File: src/rtl/voice_player.sv
// Multi-voice clip player: each frame walks the voices, reads the clip buffer, mixes and saturates.
// Define PLAYER_INTERP_EN for linear interpolation; otherwise each voice plays its nearest-lower sample.
module voice_player #(
  parameter int unsigned CLIP_LEN   = 64,
  parameter int unsigned NUM_VOICES = 4,
  parameter int unsigned FRAC_BITS  = 8,
  parameter int unsigned INC_W      = 16,
  parameter int unsigned FRAME_LEN  = 256,
  localparam int unsigned ADDR_W    = $clog2(CLIP_LEN)
) (
  input  logic                          mclk,
  input  logic                          rst,
  input  logic [NUM_VOICES-1:0]         trig,
  input  logic [NUM_VOICES-1:0]         loop_mode,
  input  logic [NUM_VOICES*INC_W-1:0]   phase_inc,
  output logic [ADDR_W-1:0]             mem_addr,
  input  logic signed [15:0]            mem_data,
  output logic signed [15:0]            mix_out,
  output logic                          mix_valid,
  output logic [NUM_VOICES-1:0]         active
);

  localparam int unsigned PH_W     = ADDR_W + FRAC_BITS;
  localparam int unsigned SUM_W    = ((PH_W > INC_W) ? PH_W : INC_W) + 1;
  localparam int unsigned CNT_W    = (FRAME_LEN > 1) ? $clog2(FRAME_LEN) : 1;
  localparam int unsigned VID_W    = (NUM_VOICES > 1) ? $clog2(NUM_VOICES) : 1;
  localparam int unsigned ACC_W    = 16 + $clog2(NUM_VOICES) + 1;
  localparam int unsigned PH_LIMIT = CLIP_LEN << FRAC_BITS;
`ifdef PLAYER_INTERP_EN
  localparam int unsigned PROD_W   = 17 + FRAC_BITS;
`endif

  localparam logic signed [ACC_W-1:0] SAT_MAX = ACC_W'(32'sd32767);
  localparam logic signed [ACC_W-1:0] SAT_MIN = ACC_W'(-32'sd32768);

  typedef enum logic [2:0] {
    S_IDLE,
    S_FETCH0,
    S_FETCH1,
    S_WAIT,
    S_ACCUM,
    S_OUTPUT
  } state_t;

  state_t                    state_q, state_d;
  logic [VID_W-1:0]          vidx_q, vidx_d;
  logic [CNT_W-1:0]          cnt_q, cnt_d;
  logic [PH_W-1:0]           phase_q [NUM_VOICES];
  logic [PH_W-1:0]           phase_d [NUM_VOICES];
  logic [NUM_VOICES-1:0]     active_q, active_d;
  logic [NUM_VOICES-1:0]     pending_q, pending_d;
  logic [NUM_VOICES-1:0]     loop_q, loop_d;
  logic signed [ACC_W-1:0]   acc_q, acc_d;
  logic signed [15:0]        s0_q, s0_d;
  logic [ADDR_W-1:0]         mem_addr_q, mem_addr_d;
  logic signed [15:0]        mix_out_q, mix_out_d;
  logic                      mix_valid_q, mix_valid_d;

  logic [PH_W-1:0]           cur_phase;
  logic [ADDR_W-1:0]         cur_idx;
  logic [INC_W-1:0]          cur_inc;
  logic [SUM_W-1:0]          sum;
  logic signed [16:0]        voice_val;
`ifdef PLAYER_INTERP_EN
  logic [FRAC_BITS-1:0]      cur_frac;
  logic [ADDR_W-1:0]         nxt_idx;
  logic signed [16:0]        diff;
  logic signed [PROD_W-1:0]  prod;
`endif

  // Datapath of the voice currently owned by the sequencer
  always_comb begin
    cur_phase = phase_q[vidx_q];
    cur_idx   = cur_phase[PH_W-1 -: ADDR_W];
    cur_inc   = phase_inc[vidx_q*INC_W +: INC_W];
    sum       = SUM_W'(cur_phase) + SUM_W'(cur_inc);
`ifdef PLAYER_INTERP_EN
    cur_frac  = cur_phase[FRAC_BITS-1:0];
    if (cur_idx == ADDR_W'(CLIP_LEN - 1)) begin
      nxt_idx = loop_q[vidx_q] ? '0 : cur_idx;
    end else begin
      nxt_idx = cur_idx + ADDR_W'(1);
    end
    // s0 arrives in WAIT, s1 is on mem_data during ACCUM
    diff      = 17'(mem_data) - 17'(s0_q);
    prod      = PROD_W'(diff) * $signed(PROD_W'(cur_frac));
    voice_val = 17'(s0_q) + 17'(prod >>> FRAC_BITS);
`else
    voice_val = 17'(s0_q);
`endif
  end

  always_comb begin
    state_d     = state_q;
    vidx_d      = vidx_q;
    cnt_d       = (cnt_q == CNT_W'(FRAME_LEN - 1)) ? '0 : cnt_q + CNT_W'(1);
    phase_d     = phase_q;
    active_d    = active_q;
    pending_d   = pending_q | trig;
    loop_d      = loop_q;
    acc_d       = acc_q;
    s0_d        = s0_q;
    mem_addr_d  = mem_addr_q;
    mix_out_d   = mix_out_q;
    mix_valid_d = 1'b0;

    case (state_q)
      S_IDLE: begin
        acc_d  = '0;
        vidx_d = '0;
        if (cnt_q == '0) begin
          // Frame start: latch modes and apply pending (or coincident) triggers
          loop_d = loop_mode;
          for (int unsigned v = 0; v < NUM_VOICES; v++) begin
            if (pending_q[v] || trig[v]) begin
              phase_d[v]  = '0;
              active_d[v] = 1'b1;
            end
          end
          pending_d = '0;
          state_d   = S_FETCH0;
        end
      end
      S_FETCH0: begin
        mem_addr_d = cur_idx;
        state_d    = S_FETCH1;
      end
      S_FETCH1: begin
`ifdef PLAYER_INTERP_EN
        mem_addr_d = nxt_idx;
`else
        mem_addr_d = cur_idx;
`endif
        state_d    = S_WAIT;
      end
      S_WAIT: begin
        s0_d    = mem_data;
        state_d = S_ACCUM;
      end
      S_ACCUM: begin
        if (active_q[vidx_q]) begin
          acc_d = acc_q + ACC_W'(voice_val);
          if (loop_q[vidx_q]) begin
            phase_d[vidx_q] = PH_W'(sum % SUM_W'(PH_LIMIT));
          end else if (sum >= SUM_W'(PH_LIMIT)) begin
            active_d[vidx_q] = 1'b0;
          end else begin
            phase_d[vidx_q] = PH_W'(sum);
          end
        end
        if (vidx_q == VID_W'(NUM_VOICES - 1)) begin
          state_d = S_OUTPUT;
        end else begin
          vidx_d  = vidx_q + VID_W'(1);
          state_d = S_FETCH0;
        end
      end
      S_OUTPUT: begin
        if (acc_q > SAT_MAX) begin
          mix_out_d = 16'sh7FFF;
        end else if (acc_q < SAT_MIN) begin
          mix_out_d = 16'sh8000;
        end else begin
          mix_out_d = acc_q[15:0];
        end
        mix_valid_d = 1'b1;
        state_d     = S_IDLE;
      end
      default: state_d = S_IDLE;
    endcase
  end

  always_ff @(posedge mclk or posedge rst) begin
    if (rst) begin
      state_q     <= S_IDLE;
      vidx_q      <= '0;
      cnt_q       <= '0;
      for (int unsigned v = 0; v < NUM_VOICES; v++) phase_q[v] <= '0;
      active_q    <= '0;
      pending_q   <= '0;
      loop_q      <= '0;
      acc_q       <= '0;
      s0_q        <= '0;
      mem_addr_q  <= '0;
      mix_out_q   <= '0;
      mix_valid_q <= 1'b0;
    end else begin
      state_q     <= state_d;
      vidx_q      <= vidx_d;
      cnt_q       <= cnt_d;
      phase_q     <= phase_d;
      active_q    <= active_d;
      pending_q   <= pending_d;
      loop_q      <= loop_d;
      acc_q       <= acc_d;
      s0_q        <= s0_d;
      mem_addr_q  <= mem_addr_d;
      mix_out_q   <= mix_out_d;
      mix_valid_q <= mix_valid_d;
    end
  end

  assign mem_addr  = mem_addr_q;
  assign mix_out   = mix_out_q;
  assign mix_valid = mix_valid_q;
  assign active    = active_q;

endmodule

File: config.mk
export PLATFORM = sky130hd
export DESIGN_NAME = voice_player
export DESIGN_NICKNAME = d
export VERILOG_FILES = /design/src/rtl/voice_player.sv
export SDC_FILE = /design/constraint.sdc
export NUM_CORES = 1
export LEC_CHECK = 0
export CAP_MARGIN = 20
export CORE_MARGIN = 10
export CORE_UTILIZATION = 45
export DETAILED_ROUTE_END_ITERATION = 12
export GPL_ROUTABILITY_DRIVEN = 0
export GPL_TIMING_DRIVEN = 0
export PLACE_DENSITY_LB_ADDON = 0.12
export SYNTH_ARGS = -nofsm -noshare
export SYNTH_HDL_FRONTEND = slang
export SYNTH_SLANG_ARGS = --single-unit
File: constraint.sdc
create_clock -name mclk -period 4.7 [get_ports mclk]
set_clock_uncertainty 0.1 [all_clocks]
set_input_delay 0.705 -clock mclk [delete_from_list [all_inputs] [get_ports mclk]]
set_output_delay 0.705 -clock mclk [all_outputs]
set_load 0.005 [all_outputs]
==> impl_metrics.yaml, run 1 <==
finish:
  num_antenna_cells: 0
  finalNonFillerCells: 1097
  area_growth_pct: 26.34
  drive_gt1_share_pct: 12.77
  nNetsFinal: 994
  fin_area_um2: 9752
  final_core_utilization_pct: 58.39
worst_setup_path:
  path_buf_inv: 3
  r2r_end: "phase_q[49]$_DFFE_PP0P_"
  endpoint_kind: "flip-flop"
  slowest_stage: "dfrtp_1"
  critPathMaxStageDelay_ns: 0.62
  cp.required_ns: 4.90
  critPathArrivalTime_ns: 4.67
  crit_chain: "clkbuf_4 > mux4_2 > ha_1 > fa_1 > a211oi_2 > o21ai_2 > nand4_1 > a21o_1 > nand2_1 > a211o_1 > buf_6 > o211ai_2 > buf_2 > o2bb2ai_1"
  rrSetupSlack_ns: 0.23
  regToRegStartpoint: "vidx_q[1]$_DFFE_PP0P_"
  start_kind: "flip-flop"
  crit_family: "compound AO/OA/AOI/OAI gates"
  cp_max_fo: 10
  worstSetupPathType: "reg2reg"
  reg2reg_depth: 14
clock_network:
  clock-sinks: 139
  post_cts_resized: 6
  numCtsBuffers: 17
  post_cts_buffers: 0
  clkTransAtPathRegs_ns: 0.06
  htreeDepth: 4
  root_buffer: "clkbuf_16"
  worstSkewPairLatency_ns: 0.43
  ctsLongestPathBuffers: 2
  cts_hold_buffers: 0
  tritoncts: "yes"
placement:
  dp_cells: 1067
  portBuffers: 116
  dpl_worst_slack_ns: -0.8100
  postPlaceCellArea_um2: 9188
  place_hpwl_mm: 15.84
yosys:
  synth_cell_types: 52
  mappedNetlistNets: 860
  synth_edf_count: 0
  synth_flop_cell: "dfrtp_1"
  syn_area_per_cell_um2: 10.57
  yosysSeqAreaShare_pct: 45.06
  synth_seq_cells: 139
  syn_area_um2: 7719
  synth-warning-count: 0
  synthCells: 730
  async_flop_share_pct: 100.0
pwr:
  intPower_mw: 2.353
  switchingPower_mw: 0.7927
  ir_worst_vdd_mv: 0.2666
  power.total_mw: 3.146
  switching_share_pct: 25.20
  p_clk_share_pct: 40.2
  combPwrFrac_pct: 16.4
  p_leak_nw: 4.338
  seqPwrFrac_pct: 43.5
  power.density_nw_per_um2: 322.6
timing:
  rsz0062_at_grt: "false"
  finalHoldViolCount: 0
  slew_viol_final: 0
  slew-limit-headroom_pct: 46.72
  fmax_ghz: 0.2237
  tns_ns: 0
  setup_viol: 0
  min_period_ns: 4.470
  fin_hold_ws_ns: 0.3617
  period_share_pct: 95.11
  tightestPinTransition_ns: 0.7963
  setup_ws_ns: 0.2297
floorplan:
  initial_utilization_pct: 46.22
  io_pins: 117
  fp.dieW_um: 151.0
  coreArea_um2: 16700
  die_area_um2: 22790
  die-height_um: 151.0
  rows: 47
min_path:
  min_to: "mix_out[2]$_DFFE_PP0P_"
  hp-start: "mix_out[2]$_DFFE_PP0P_"
  hold_depth: 2
  hold_class: "reg2reg"
route:
  drcViolationCount: 0
  drtIter0Drc: 460
  viasPerCell: 5.811
  first_pass_iters: 5
  wire_per_inst_um: 19.67
  antenna_left: 0
  vias: 6375
  totalWireLength_mm: 21.57
global_routing:
  grt_pass1_vias: 6506
  grt_antenna_before_repair: 0
  grt_pass1_wl_mm: 34.40
  grt_start_max_net_pins: 95
  grt_usage_pct: 19.07
  overflow: 0
flow_run:
  maxCapViolCount: 0
status:
  status: "finished clean"
tightest hold or removal path, stage by stage (launching register included):
cell     delay, ns
dfrtp_1       0.34
nand2_1       0.05
nand2_1       0.04
sequential cells by signal (all words and copies together), names as in the netlist:
signal	cells
phase_q	56
mix_out	16
mem_addr	6
state_q	3
acc_q	19
vidx_q	2
s0_q	16
active	4
loop_q	4
pending_q	4
cnt_q	8
mix_valid	1
cells in the mapped netlist (3+ instances only):
cell / instances / area [um^2]
a211oi_1: 7 / 52.55
a21o_1: 9 / 67.56
a21oi_1: 25 / 125.1
a32o_1: 4 / 40.04
and3_1: 10 / 62.56
buf_2: 11 / 55.05
buf_6: 3 / 33.78
clkbuf_1: 22 / 82.58
dfrtp_1: 139 / 3478
ha_1: 38 / 475.5
inv_1: 19 / 71.32
mux2_2: 22 / 247.7
mux2i_1: 11 / 110.1
mux4_2: 32 / 720.7
nand2_1: 118 / 442.9
nand3_1: 29 / 145.1
nand4_1: 5 / 31.28
nor2_1: 32 / 120.1
nor3_1: 15 / 75.07
nor4_1: 3 / 18.77
o211a_1: 3 / 30.03
o211ai_1: 6 / 45.04
o21a_1: 5 / 37.54
o21ai_0: 46 / 230.2
o21bai_1: 7 / 52.55
o22ai_1: 34 / 212.7
o2bb2ai_1: 11 / 96.34
o31ai_1: 5 / 37.54
or3_1: 3 / 18.77
xnor2_1: 13 / 113.9
xor2_1: 17 / 148.9
layout make-up:
class,instances,area [um^2]
Buffer,36,181.4
Clock buffer,21,460.4
Clock inverter,11,96.34
Fill cell,1422,6949
Inverter,20,80.08
Multi-Input combinational cell,533,3991
Sequential cell,139,3478
Tap cell,220,275.3
Timing Repair Buffer,117,1189
routing by layer:
layer	track usage, %	up-vias	share of wire, %
met5	0	-	0
met4	4.524	0	0.95
met3	4.535	30	7.3
met2	30.51	233	47
met1	25.66	3164	45
li1	-	2948	-
cells in the final DEF, fill, tap and decap left out, types with 7 or more instances in the layout:
master           count
dfrtp_1            139
nand2_1            118
clkdlybuf4s50_1    116
o21ai_0             46
ha_1                38
o22ai_1             34
nor2_1              32
mux4_2              32
nand3_1             29
a21oi_1             25
mux2_2              22
clkbuf_1            20
inv_1               18
xor2_1              17
clkbuf_16           17
nor3_1              15
xnor2_1             13
buf_2               12
o2bb2ai_1           11
mux2i_1             11
and3_1              10
a21o_1               9
o21bai_1             7
worst max-delay path by stage:
stage                               start                 endpoint  slack, ns  cells past startpoint
floorplan                             rst     acc_q[0]$_DFFE_PP0P_       0.17                      1
global placement                      rst  phase_q[29]$_DFFE_PP0P_      -1.65                      2
detailed placement  vidx_q[0]$_DFFE_PP0P_  phase_q[49]$_DFFE_PP0P_      -0.81                     16
CTS                 vidx_q[1]$_DFFE_PP0P_  phase_q[49]$_DFFE_PP0P_       0.16                     14
global route        vidx_q[1]$_DFFE_PP0P_  phase_q[46]$_DFFE_PP0P_       0.04                     14
finish              vidx_q[1]$_DFFE_PP0P_  phase_q[49]$_DFFE_PP0P_       0.23                     14
power by group through the flow:
| stage | logic [mW] | registers (mW) | clock network, mW |
|---|---|---|---|
| after floorplan | 0.230 | 1.38 | 0 |
| after global placement | 0.504 | 1.38 | 0 |
| after detailed placement | 0.517 | 1.39 | 0 |
| after CTS | 0.520 | 1.37 | 1.28 |
| after global routing | 0.566 | 1.38 | 1.34 |
| final | 0.514 | 1.37 | 1.26 |
logic make-up after synthesis:
| family | Yosys count | synth area share, % |
|---|---|---|
| adder cells (fa/ha/maj) | 40 | 6.679 |
| AO/OA/AOI/OAI | 176 | 15.12 |
| XOR/XNOR | 30 | 3.404 |
| buffers and inverters | 58 | 3.291 |
| AND/OR/NAND/NOR | 222 | 12.47 |
| flip-flops | 139 | 45.06 |
| multiplexers | 65 | 13.97 |
No activity file was read; power rests on OpenSTA's default activity.
==> run 2, diff against run 1 <==
--- a/constraint.sdc
+++ b/constraint.sdc
@@ -3,3 +3,3 @@
 set_input_delay 0.705 -clock mclk [delete_from_list [all_inputs] [get_ports mclk]]
 set_output_delay 0.705 -clock mclk [all_outputs]
-set_load 0.005 [all_outputs]
+set_load 0.05 [all_outputs]
==> results of run 2 <==
The final DEF is identical to that of run 1. Status: finished clean.
Main changes from that run: total power 3.146 mW -> 3.392 mW; worst IR drop on VDD 0.2666 mV -> 0.2725 mV
==> run 3, diff against run 2 <==
SKIP_LAST_GASP = 1   (was not set)
==> results of run 3 <==
The final DEF is identical to that of run 1. Status: finished clean.
Main changes from that run: total power 3.146 mW -> 3.392 mW; worst IR drop on VDD 0.2666 mV -> 0.2725 mV
